File: src/rtl/shift_load_ctrl_if.sv
// rtl/shift_load_ctrl_if.sv - request handshake bundle for shift_load_ctrl
interface shift_load_ctrl_if #(
    parameter int MSB = 8
);
    localparam int RW = $clog2(MSB);

    logic [MSB-1:0] in_data;
    logic           in_dir;
    logic [RW-1:0]  in_rot;
    logic           in_valid;
    logic           in_ready;

    modport master (
        output in_data,
        output in_dir,
        output in_rot,
        output in_valid,
        input  in_ready
    );

    modport slave (
        input  in_data,
        input  in_dir,
        input  in_rot,
        input  in_valid,
        output in_ready
    );
endinterface

File: src/rtl/shift_load_ctrl.sv
// rtl/shift_load_ctrl.sv - serial loader, rotator and read-back checker for bidir_shift_reg
module shift_load_ctrl #(
    parameter int MSB = 8
) (
    input  logic                 clk,
    input  logic                 rst,
    shift_load_ctrl_if.slave     req,
    output logic                 sr_d,
    output logic                 sr_en,
    output logic                 sr_dir,
    output logic                 sr_circular,
    output logic                 sr_carry_in,
    input  logic [MSB-1:0]       sr_out,
    output logic                 done,
    output logic                 match
);
    localparam int RW = $clog2(MSB);
    localparam int CW = RW + 1;

    typedef enum logic [2:0] {
        IDLE  = 3'd0,
        LOAD  = 3'd1,
        ROT   = 3'd2,
        CHECK = 3'd3,
        DONE  = 3'd4
    } state_t;

    state_t         state;
    logic           ready_r;
    logic [CW-1:0]  counter;
    logic [MSB-1:0] shadow;
    logic [MSB-1:0] load_word;
    logic           dir;
    logic [RW-1:0]  rot;

    // The register never takes a carry from this loader.
    assign sr_carry_in  = 1'b0;
    assign req.in_ready = ready_r;

    // Sequencer: outputs are registered alongside the state so each one is valid for the
    // whole cycle of the state it belongs to. load_word holds the bits still to be sent.
    always_ff @(posedge clk or posedge rst) begin
        if (rst) begin
            state       <= IDLE;
            ready_r     <= 1'b1;
            sr_d        <= 1'b0;
            sr_en       <= 1'b0;
            sr_dir      <= 1'b0;
            sr_circular <= 1'b0;
            done        <= 1'b0;
            match       <= 1'b0;
            counter     <= '0;
            shadow      <= '0;
            load_word   <= '0;
            dir         <= 1'b0;
            rot         <= '0;
        end else begin
            case (state)
                IDLE: begin
                    done <= 1'b0;
                    if (req.in_valid) begin
                        state       <= LOAD;
                        ready_r     <= 1'b0;
                        counter     <= '0;
                        shadow      <= req.in_data;
                        dir         <= req.in_dir;
                        rot         <= req.in_rot;
                        sr_en       <= 1'b1;
                        sr_circular <= 1'b0;
                        sr_dir      <= req.in_dir;
                        if (req.in_dir) begin
                            sr_d      <= req.in_data[MSB-1];
                            load_word <= {req.in_data[MSB-2:0], 1'b0};
                        end else begin
                            sr_d      <= req.in_data[0];
                            load_word <= {1'b0, req.in_data[MSB-1:1]};
                        end
                    end
                end
                LOAD: begin
                    if (counter == CW'(MSB - 1)) begin
                        counter <= CW'(1);
                        sr_d    <= 1'b0;
                        if (rot != '0) begin
                            state       <= ROT;
                            sr_circular <= 1'b1;
                        end else begin
                            state <= CHECK;
                            sr_en <= 1'b0;
                        end
                    end else begin
                        counter <= counter + CW'(1);
                        if (dir) begin
                            sr_d      <= load_word[MSB-1];
                            load_word <= {load_word[MSB-2:0], 1'b0};
                        end else begin
                            sr_d      <= load_word[0];
                            load_word <= {1'b0, load_word[MSB-1:1]};
                        end
                    end
                end
                ROT: begin
                    // The shadow follows the register's circular step taken at this edge.
                    if (dir) begin
                        shadow <= {shadow[0], shadow[MSB-1:1]};
                    end else begin
                        shadow <= {shadow[MSB-2:0], shadow[MSB-1]};
                    end
                    if (counter == {1'b0, rot}) begin
                        state       <= CHECK;
                        sr_en       <= 1'b0;
                        sr_circular <= 1'b0;
                    end else begin
                        counter <= counter + CW'(1);
                    end
                end
                CHECK: begin
                    match <= (sr_out == shadow);
                    done  <= 1'b1;
                    state <= DONE;
                end
                DONE: begin
                    done    <= 1'b0;
                    ready_r <= 1'b1;
                    state   <= IDLE;
                end
                default: begin
                    state <= IDLE;
                end
            endcase
        end
    end
endmodule

File: src/flat_wrapper.sv
// flat-port wrapper written by rule: the top's interface ports become plain ports
module shift_load_ctrl_flat 
#(
    parameter int MSB = 8
)
  (clk, rst, sr_d, sr_en, sr_dir, sr_circular, sr_carry_in, sr_out, done, match, req_in_data, req_in_dir, req_in_rot, req_in_valid, req_in_ready);
  shift_load_ctrl_if #(.MSB(MSB)) req_i ();
  input  logic clk;
  input  logic rst;
  output logic sr_d;
  output logic sr_en;
  output logic sr_dir;
  output logic sr_circular;
  output logic sr_carry_in;
  input  logic [MSB-1:0] sr_out;
  output logic done;
  output logic match;
  input wire logic [$bits(req_i.in_data)-1:0] req_in_data;
  input wire logic [$bits(req_i.in_dir)-1:0] req_in_dir;
  input wire logic [$bits(req_i.in_rot)-1:0] req_in_rot;
  input wire logic [$bits(req_i.in_valid)-1:0] req_in_valid;
  output wire logic [$bits(req_i.in_ready)-1:0] req_in_ready;
  assign req_i.in_data = req_in_data;
  assign req_i.in_dir = req_in_dir;
  assign req_i.in_rot = req_in_rot;
  assign req_i.in_valid = req_in_valid;
  assign req_in_ready = req_i.in_ready;
  shift_load_ctrl #(.MSB(MSB)) u_core (.clk(clk), .rst(rst), .req(req_i), .sr_d(sr_d), .sr_en(sr_en), .sr_dir(sr_dir), .sr_circular(sr_circular), .sr_carry_in(sr_carry_in), .sr_out(sr_out), .done(done), .match(match));
endmodule
File: config.mk
export PLATFORM = sky130hd
export DESIGN_NAME = shift_load_ctrl_flat
export DESIGN_NICKNAME = d
export VERILOG_FILES = /design/src/rtl/shift_load_ctrl_if.sv /design/src/rtl/shift_load_ctrl.sv /design/src/flat_wrapper.sv
export SDC_FILE = /design/constraint.sdc
export NUM_CORES = 1
export LEC_CHECK = 0
export ABC_AREA = 1
export ABC_CLOCK_PERIOD_IN_PS = 1300
export BUFFER_PORTS_ARGS = -buffer_cell sky130_fd_sc_hd__buf_2
export CAP_MARGIN = 20
export CORE_ASPECT_RATIO = 1.2
export CORE_MARGIN = 2
export CORE_UTILIZATION = 51
export CTS_BUF_LIST = sky130_fd_sc_hd__clkbuf_4 sky130_fd_sc_hd__clkbuf_8 sky130_fd_sc_hd__clkbuf_16
export DETAILED_ROUTE_END_ITERATION = 10
export HOLD_SLACK_MARGIN = 0.03
export PLACE_DENSITY = 0.75
export SLEW_MARGIN = 20
export SYNTH_ARGS = -nofsm -noshare
export SYNTH_HDL_FRONTEND = slang
export SYNTH_SLANG_ARGS = --single-unit
export TNS_END_PERCENT = 1
File: constraint.sdc
create_clock -name clk -period 1.3 [get_ports clk]
set_input_delay 0.065 -clock clk [delete_from_list [all_inputs] [get_ports clk]]
set_output_delay 0.065 -clock clk [all_outputs]
set_load 0.005 [all_outputs]
* Word-level counts from Yosys, hierarchy flattened *
Cells that the tools add are included.

word-level totals
  output and inout bits = 8
  logic and storage cells = 77
  register bits after elaboration = 33
  input bits = 23

operators by class
  add/subtract/negate cells = 1
  muxes and demuxes = 33
  reductions and logical operators = 17
  equality and inequality tests = 14

operators by type and width
  kind                                                    count
  two-way mux 8 bit                                       6
  one-hot mux 8 bit (2 select lines)                      2
  two-way mux 1 bit                                       12
  two-way mux 4 bit                                       3
  one-hot mux 3 bit (4 select lines)                      1
  one-hot mux 4 bit (3 select lines)                      1
  AND reduction 5 bit                                     2
  two-way mux 3 bit                                       3
  AND reduction 3 bit                                     3
  equality test 8 bit                                     1
  inequality test 2 bit (second input constant)           4
  AND reduction 2 bit                                     4
  nonzero test 2 bit                                      4
  equality test 3 x 2 -> 1 bit (second input constant)    2
  inequality test 2 x 1 -> 1 bit (second input constant)  3
  one-hot mux 1 bit (2 select lines)                      3
  one-hot mux 1 bit (3 select lines)                      2
  nonzero test 3 bit                                      2
  adder 4 x 1 -> 4 bit (second input constant)            1
  equality test 4 x 3 -> 1 bit                            1
  equality test 4 x 3 -> 1 bit (second input constant)    1
  equality test 3 x 1 -> 1 bit (second input constant)    1
  equality test 3 bit (second input constant)             1
  zero test 3 bit                                         1
  OR reduction 2 bit                                      1

* Logic depth before layout (Yosys ltp) *
Gate-level depths: netlist of the first run.

  depth in word-level cells = 4
  mapped depth = 9
  depth with buffers taken out = 9

* Worst setup path before layout of the first run *
Ideal clock, no wire load.

  path kind = register to register
  start point = register u_core.counter[0]
  end point = register u_core.load_word[2]
  buffers on the path = 1
  setup time = 0.118 ns
  period minus slack after synthesis = 1.336 ns
  required time = 1.182 ns
  cell stages (with the launch flop) = 10
  arrival time = 1.219 ns
  path slack = -0.036 ns
  cell sequence = dfrtp_1 ha_1 nand2_1 nor2_2 inv_1 nand2_4 nand2_4 buf_6 nor2_2 a21oi_2

between the ends
  word-level cells in the longest chain between the ends = 3

RTL lines
  element                          RTL line                RTL
  start, declared                  shift_load_ctrl.sv:30   logic [CW-1:0] counter;
  start signal, assigned           shift_load_ctrl.sv:92   counter <= counter + CW'(1);
  start signal, assigned           shift_load_ctrl.sv:114  counter <= counter + CW'(1);
  equality test 4 x 3 -> 1 bit     shift_load_ctrl.sv:81   if (counter == CW'(MSB - 1)) begin
  inequality test 2 bit (no line)  -
  AND reduction 3 bit (no line)    -
  end signal, assigned             shift_load_ctrl.sv:76   load_word <= {1'b0, req.in_data[MSB-1:1]};
  end signal, assigned             shift_load_ctrl.sv:95   load_word <= {load_word[MSB-2:0], 1'b0};
  end signal, assigned             shift_load_ctrl.sv:98   load_word <= {1'b0, load_word[MSB-1:1]};
  end, declared                    shift_load_ctrl.sv:32   logic [MSB-1:0] load_word;

Every way passes these cells.
A chain may end at the register's enable or synchronous reset.

* Worst setup path after layout of the first run *
  start point = register u_core.state[0]
  end point = register u_core.sr_circular

between the ends
  word-level cells in the longest chain between the ends = 3
  elaborated cells between the ends (all ways) = 10
  those cells by class = eq/ne: 6; mux: 1; reduce/logical: 3

RTL lines
  element                                                           RTL line               RTL
  start, declared                                                   shift_load_ctrl.sv:28  state_t state;
  start signal, assigned                                            shift_load_ctrl.sv:44  state <= IDLE;
  start signal, assigned                                            shift_load_ctrl.sv:62  state <= LOAD;
  start signal, assigned                                            shift_load_ctrl.sv:85  state <= ROT;
  equality test 3 x 1 -> 1 bit (tied with other cells)              shift_load_ctrl.sv:58  case (state)
  inequality test 2 x 1 -> 1 bit (no line) (tied with other cells)  -
  AND reduction 5 bit (no line)                                     -
  end signal, assigned                                              shift_load_ctrl.sv:49  sr_circular <= 1'b0;
  end signal, assigned                                              shift_load_ctrl.sv:69  sr_circular <= 1'b0;
  end signal, assigned                                              shift_load_ctrl.sv:86  sr_circular <= 1'b1;
  end, declared                                                     shift_load_ctrl.sv:11  output logic sr_circular,

Several ways; a longest one is shown, not always the timed one.

==> impl_metrics.ini, run 1 <==
[run_status]
status = finished, violations left
violations = negative setup slack

[timing]
finalHoldViolations = 0
report.final.slew_viol_count = 0
max_freq_mhz = 721
layout_min_cycle_time_ps = 1390
skew_ps = 3.90
grt_setup_unrepaired = true
fin_crit_sh_pct = 107
finalSetupViolCount = 18
finalHoldWorstSlack_ps = 71.8
setup_ws_ps = -87.5

[final_layout]
fin_util_pct = 70.8
diodes = 0
n_fill_cell = 324
final_cell_mix = 66 x nand2_1, 29 x buf_2, 29 x dfrtp_1
layout-drive-gt1-share_pct = 35.3
finalNetCount = 360
final_common_cell = nand2_1
syn_to_final_growth_pct = 33.4

[pwr]
power.leakage_nw = 1.32
peakVddDrop_mv = 1.26
power_density_nw_per_um2 = 2550

[place]
gp_congestion = 0.795
hpwl_mm = 3.48
port_buffers = 29

[yosys]
postSynthAreaPerCell_um2 = 7.44
synth-seq-cells = 33
synth_xor_area_share_pct = 2.53
synth_top_family_by_area = simple AND/OR/NAND/NOR gates
synth-compound-area-share_pct = 16.5
async_flop_share_pct = 100
muxShareOfSynthArea_pct = 0
ys_warn_count = 0
synth_fp_nets = 303
synth_edf_count = 0
synth-simple-area-share_pct = 29.6
synth_area_um2 = 2070
synth_ff_type = dfrtp_1
yosysUniqueCellTypes = 35
synthAdderAreaFrac_pct = 0.603
synthesis.instances = 279
ys_seq_area_share_pct = 39.9

[setup_path]
startpoint_type = register
end_kind = register
cp.arrival_ps = 1570
worstPathMaxFanout = 4
crit_type = register to register
required_ps = 1480
r2r_slack_ps = -90

[clocking]
ctsHtreeMaxLevel = 2
cts.path.max_buffers = 2
cts_tree = done
clkTransAtPathRegs_ps = 70
clock_latency_ps = 290
clock-sinks = 33
numCtsBuffers = 5
clockRootBuffer = clkbuf_8

[global_route]
grt_antenna_before_repair = 0
busiest_layer = met2
grt_max_degree = 24
grt_pass1_wl_mm = 8.58
grt_pass1_vias = 1951
met2_usage_pct = 42.8
met3_usage_pct = 3.98
overflow = 0
grt_use_total_pct = 23.8
grt_util_met1_pct = 28.8

[floorplan]
boundaryPins = 31
dieHeight_um = 73.9
core_um2 = 3910
dieWidth_um = 62.2
initial_core_util_pct = 53.1
rows = 25
dieArea_um2 = 4600

[drt]
drt_iter0_drc = 97
viasPerCell = 5.17
wire_per_inst_um = 13.2
postRouteAntennaNets = 0
wl_mm = 5.16
vias = 2020
firstDrtPassIters = 4
drcViolationCount = 0

[worst_hold_path]
hp-class = input port to register

[run]
maxCapViolCount = 0
-- per-stage QoR --
stage / instance area [um^2] / setup slack [ps] / cells / power, mW / setup TNS [ps]
2_1_floorplan: 2070 / -36.4 / 279 / 4.30 / -85.6
3_5_place_dp: 2390 / -66.3 / 373 / 5.32 / -351
5_1_grt: 2770 / -169 / 391 / 7.65 / -2790
6_report: 2770 / -87.5 / 391 / 7.05 / -507
3_3_place_gp: 2390 / -3.30 / 373 / 5.22 / -6.34
4_1_cts: 2610 / -30.8 / 386 / 6.44 / -246
-- worst max-delay path: stages, from the launching register on --
cell	delay (ps)
dfrtp_2	450
buf_6	130
nand3_4	110
buf_6	120
nor2_1	30
nor2_1	200
nand3_2	110
nand2_2	70
nand2_1	50
-- cells in the mapped netlist (5+ instances only) --
cell,n,area (um^2)
a21oi_1,6,30.0
dfrtp_1,32,801
inv_1,31,116
inv_2,5,18.8
nand2_1,73,274
nand3_1,19,95.1
nor2_1,20,75.1
o211ai_1,15,113
o21ai_0,21,105
-- power breakdown --
part           switching, mW  total (mW)  internal [mW]
logic                   2.46        4.29           1.83
registers              0.384        1.91           1.52
clock network          0.374       0.852          0.478
-- cells by family (layout without fill, tap and decap cells) --
family                     after synthesis  count (layout)
xor gates and xnor gates                 6               6
buffers and inverters                   48             105
DFF                                     33              33
other                                    1               1
adders and majority gates                1               1
AOI/OAI and AO/OA                       56              56
and+or+nand+nor                        134             135
-- worst paths after layout --
check                           startpoint                 end  cells after the start
min in group asynchronous              rst   u_core.counter[0]                      3
max reg2reg                u_core.state[0]  u_core.sr_circular                      8
min                         req_in_data[0]    u_core.shadow[0]                      3
min reg2reg                   u_core.match        u_core.match                      2
max                        u_core.state[0]  u_core.sr_circular                      8
max in group asynchronous              rst     u_core.state[0]                      4
-- flip-flops by register name, summed over array words and instances, names as in the netlist, 3 cells and up --
signal and count:
u_core.counter 4, u_core.load_word 8, u_core.rot 3, u_core.shadow 8
u_core.state 3
-- metal layers --
metal  wire (um)  up-vias
met5           0        -
met4         111        0
met3         145       10
met2        2730       36
met1        2170      954
li1            -     1020
-- cell type report --
type | count | area [um^2] | share of cell area (%)
Tap cell | 54 | 67.6 | 2.44
Clock inverter | 1 | 5.00 | 0.181
Multi-Input combinational cell | 199 | 1180 | 42.7
Inverter | 37 | 146 | 5.29
Clock buffer | 7 | 96.3 | 3.48
Timing Repair Buffer | 60 | 439 | 15.9
Sequential cell | 33 | 831 | 30.0
-- repair_timing --
action | in CTS | in global routing
setup buffers | 1 | 4
setup endpoints to repair | 20 | 25
hold endpoints to repair | 12 | 0
gates cloned | 0 | 1
resized for setup | 20 | 32
pin swaps | 8 | 18
hold buffers | 4 | 0
Note: power is estimated with default switching activity, not from simulation.
==> run 2: changes to the inputs <==
--- a/config.mk
+++ b/config.mk
@@ -6,7 +6,7 @@
 export NUM_CORES = 1
 export LEC_CHECK = 0
 export ABC_AREA = 1
-export ABC_CLOCK_PERIOD_IN_PS = 1300
+export ABC_CLOCK_PERIOD_IN_PS = 1100
 export BUFFER_PORTS_ARGS = -buffer_cell sky130_fd_sc_hd__buf_2
 export CAP_MARGIN = 20
 export CORE_ASPECT_RATIO = 1.2
==> constraint.sdc (replaced) <==
create_clock -name clk -period 1.1 [get_ports clk]
set_input_delay 0.055 -clock clk [delete_from_list [all_inputs] [get_ports clk]]
set_output_delay 0.055 -clock clk [all_outputs]
set_load 0.005 [all_outputs]
==> run 2 against run 1 <==
The run still ends with negative setup slack left. Worst setup slack lost 150 ps. Clock power grew 21%. Via count grew 2.9%. Final cell count grew 2.3%. Cell area grew 0.32%. Critical path depth shrank 1. Global-route usage grew 1.7 points. Clock-buffer cell count is the same. Largest cell class unchanged. Highest routed layer unchanged. Largest power group unchanged. Routed wire length grew 1.0%.
==> impl_metrics.ini, run 2 (synthesis results as in run 1) <==
[run_status]
status = finished, violations left
violations = negative setup slack

[setup_path]
cp-startpoint = u_core.state[1]
startpoint_type = register
cp.arrival_ps = 1550
end_kind = register
worstPathMaxFanout = 8
required_ps = 1310
crit_type = register to register
r2r_start = u_core.state[1]

[timing]
max_freq_mhz = 750
skew_ps = 6.69
layout_min_cycle_time_ps = 1330
setup_ws_ps = -233
finalHoldViolations = 0
report.final.slew_viol_count = 0
finalSetupViolCount = 33
fin_crit_sh_pct = 121
grt_setup_unrepaired = true

[pwr]
power_density_nw_per_um2 = 2990
peakVddDrop_mv = 1.36
power.leakage_nw = 1.35

[clocking]
cts_tree = done
clock-sinks = 33
clockRootBuffer = clkbuf_8
ctsHtreeMaxLevel = 2
clkTransAtPathRegs_ps = 70
clock_latency_ps = 290
cts.path.max_buffers = 2
numCtsBuffers = 5

[drt]
drt_iter0_drc = 71
postRouteAntennaNets = 0
viasPerCell = 5.20
vias = 2079
wl_mm = 5.22
wire_per_inst_um = 13.0
drcViolationCount = 0
firstDrtPassIters = 4

[floorplan]
dieWidth_um = 62.2
dieHeight_um = 73.9
boundaryPins = 31
rows = 25
dieArea_um2 = 4600
initial_core_util_pct = 53.1
core_um2 = 3910

[final_layout]
final_common_cell = nand2_1
n_fill_cell = 332
layout-drive-gt1-share_pct = 34.1
finalNetCount = 369
fin_area_um2 = 2780
syn_to_final_growth_pct = 33.8
instances_no_fill = 400
diodes = 0
final_cell_mix = 71 x nand2_1, 30 x buf_4, 30 x dfrtp_1
top_regs = u_core.load_word x8, u_core.shadow x8, u_core.counter x4

[run]
maxCapViolCount = 0

[global_route]
overflow = 0
grt_pass1_vias = 2088
grt_pass1_wl_mm = 9.20
grt_use_total_pct = 25.5
grt_max_degree = 19
grt_antenna_before_repair = 0

[place]
place_area_um2 = 2460
hpwl_mm = 3.60
gp_congestion = 0.810
port_buffers = 29
dp_cells = 383

[worst_hold_path]
hold_start = req_in_data[3]
hp-class = input port to register
[run 2: cell types whose count changed in the layout (fill, tap and decap cells not counted), sizes merged]
cell / before / now
buf: 56 / 64
nand2: 80 / 81
[run 2: path summary, 6_finish.rpt]
check | to | cells past startpoint | slack [ps]
worst max-delay path | u_core.load_word[0] | 7 | -230
worst min-delay path | u_core.shadow[3] | 3 | 70
worst max register to register | u_core.load_word[0] | 7 | -230
worst min register to register | u_core.match | 2 | 480
max in group asynchronous | u_core.req.in_ready | 4 | 520
min in group asynchronous | u_core.load_word[6] | 4 | 330
[run 2: stage by stage]
stage / utilization [%] / hold slack (ps) / power [mW] / setup TNS [ps] / setup slack (ps)
after CTS: 69.6 / 61.7 / 8.07 / -5380 / -216
after detailed placement: 62.8 / 99.1 / 6.43 / -5550 / -270
after global placement: 62.8 / 101 / 6.33 / -4730 / -242
final: 71.0 / 66.4 / 8.30 / -6100 / -233
after global routing: 71.0 / 73.4 / 9.00 / -8710 / -328
after floorplan: - / 176 / 5.09 / -3330 / -236
[run 2: timing repair]
item,CTS,global route
pin swaps,10,9
hold buffers,4,0
endpoints found under the hold margin,36,0
setup buffers,1,2
gates resized for setup,35,10
endpoints found under the setup margin,32,32
gates cloned,2,0
[run 2: power by group]
group          total [mW]  switching (mW)  leakage (nW)  internal, mW
clock network        1.03           0.462        0.0542         0.566
registers            2.22           0.421         0.405          1.80
logic                5.06            2.87         0.895          2.19
total                8.30            3.75          1.35          4.55
[run 2: per-layer routing]
| layer | global-route usage (%) | vias up | wire length, um |
|---|---|---|---|
| li1 | - | 1040 | - |
| met2 | 45.3 | 45 | 2740 |
| met1 | 31.0 | 988 | 2210 |
| met4 | 10.6 | 0 | 68 |
| met5 | 0 | - | 0 |
| met3 | 4.59 | 6 | 199 |
[run 2: cell type report]
type	instances	area (um^2)	area share, %
multi-input cells	200	1150	41.6
clock buffers	7	96.3	3.47
clock inverters	1	5.00	0.180
inverters	37	146	5.28
flip-flops and latches	33	830	29.9
well taps	54	67.6	2.43
repair buffers	68	475	17.1
[run 2: critical path, stage by stage, from the launching register on]
cell	delay [ps]
dfrtp_1	430
inv_2	140
nand3_4	150
inv_6	120
nand2_4	110
nand2_8	130
nor2_2	40
a31oi_1	140
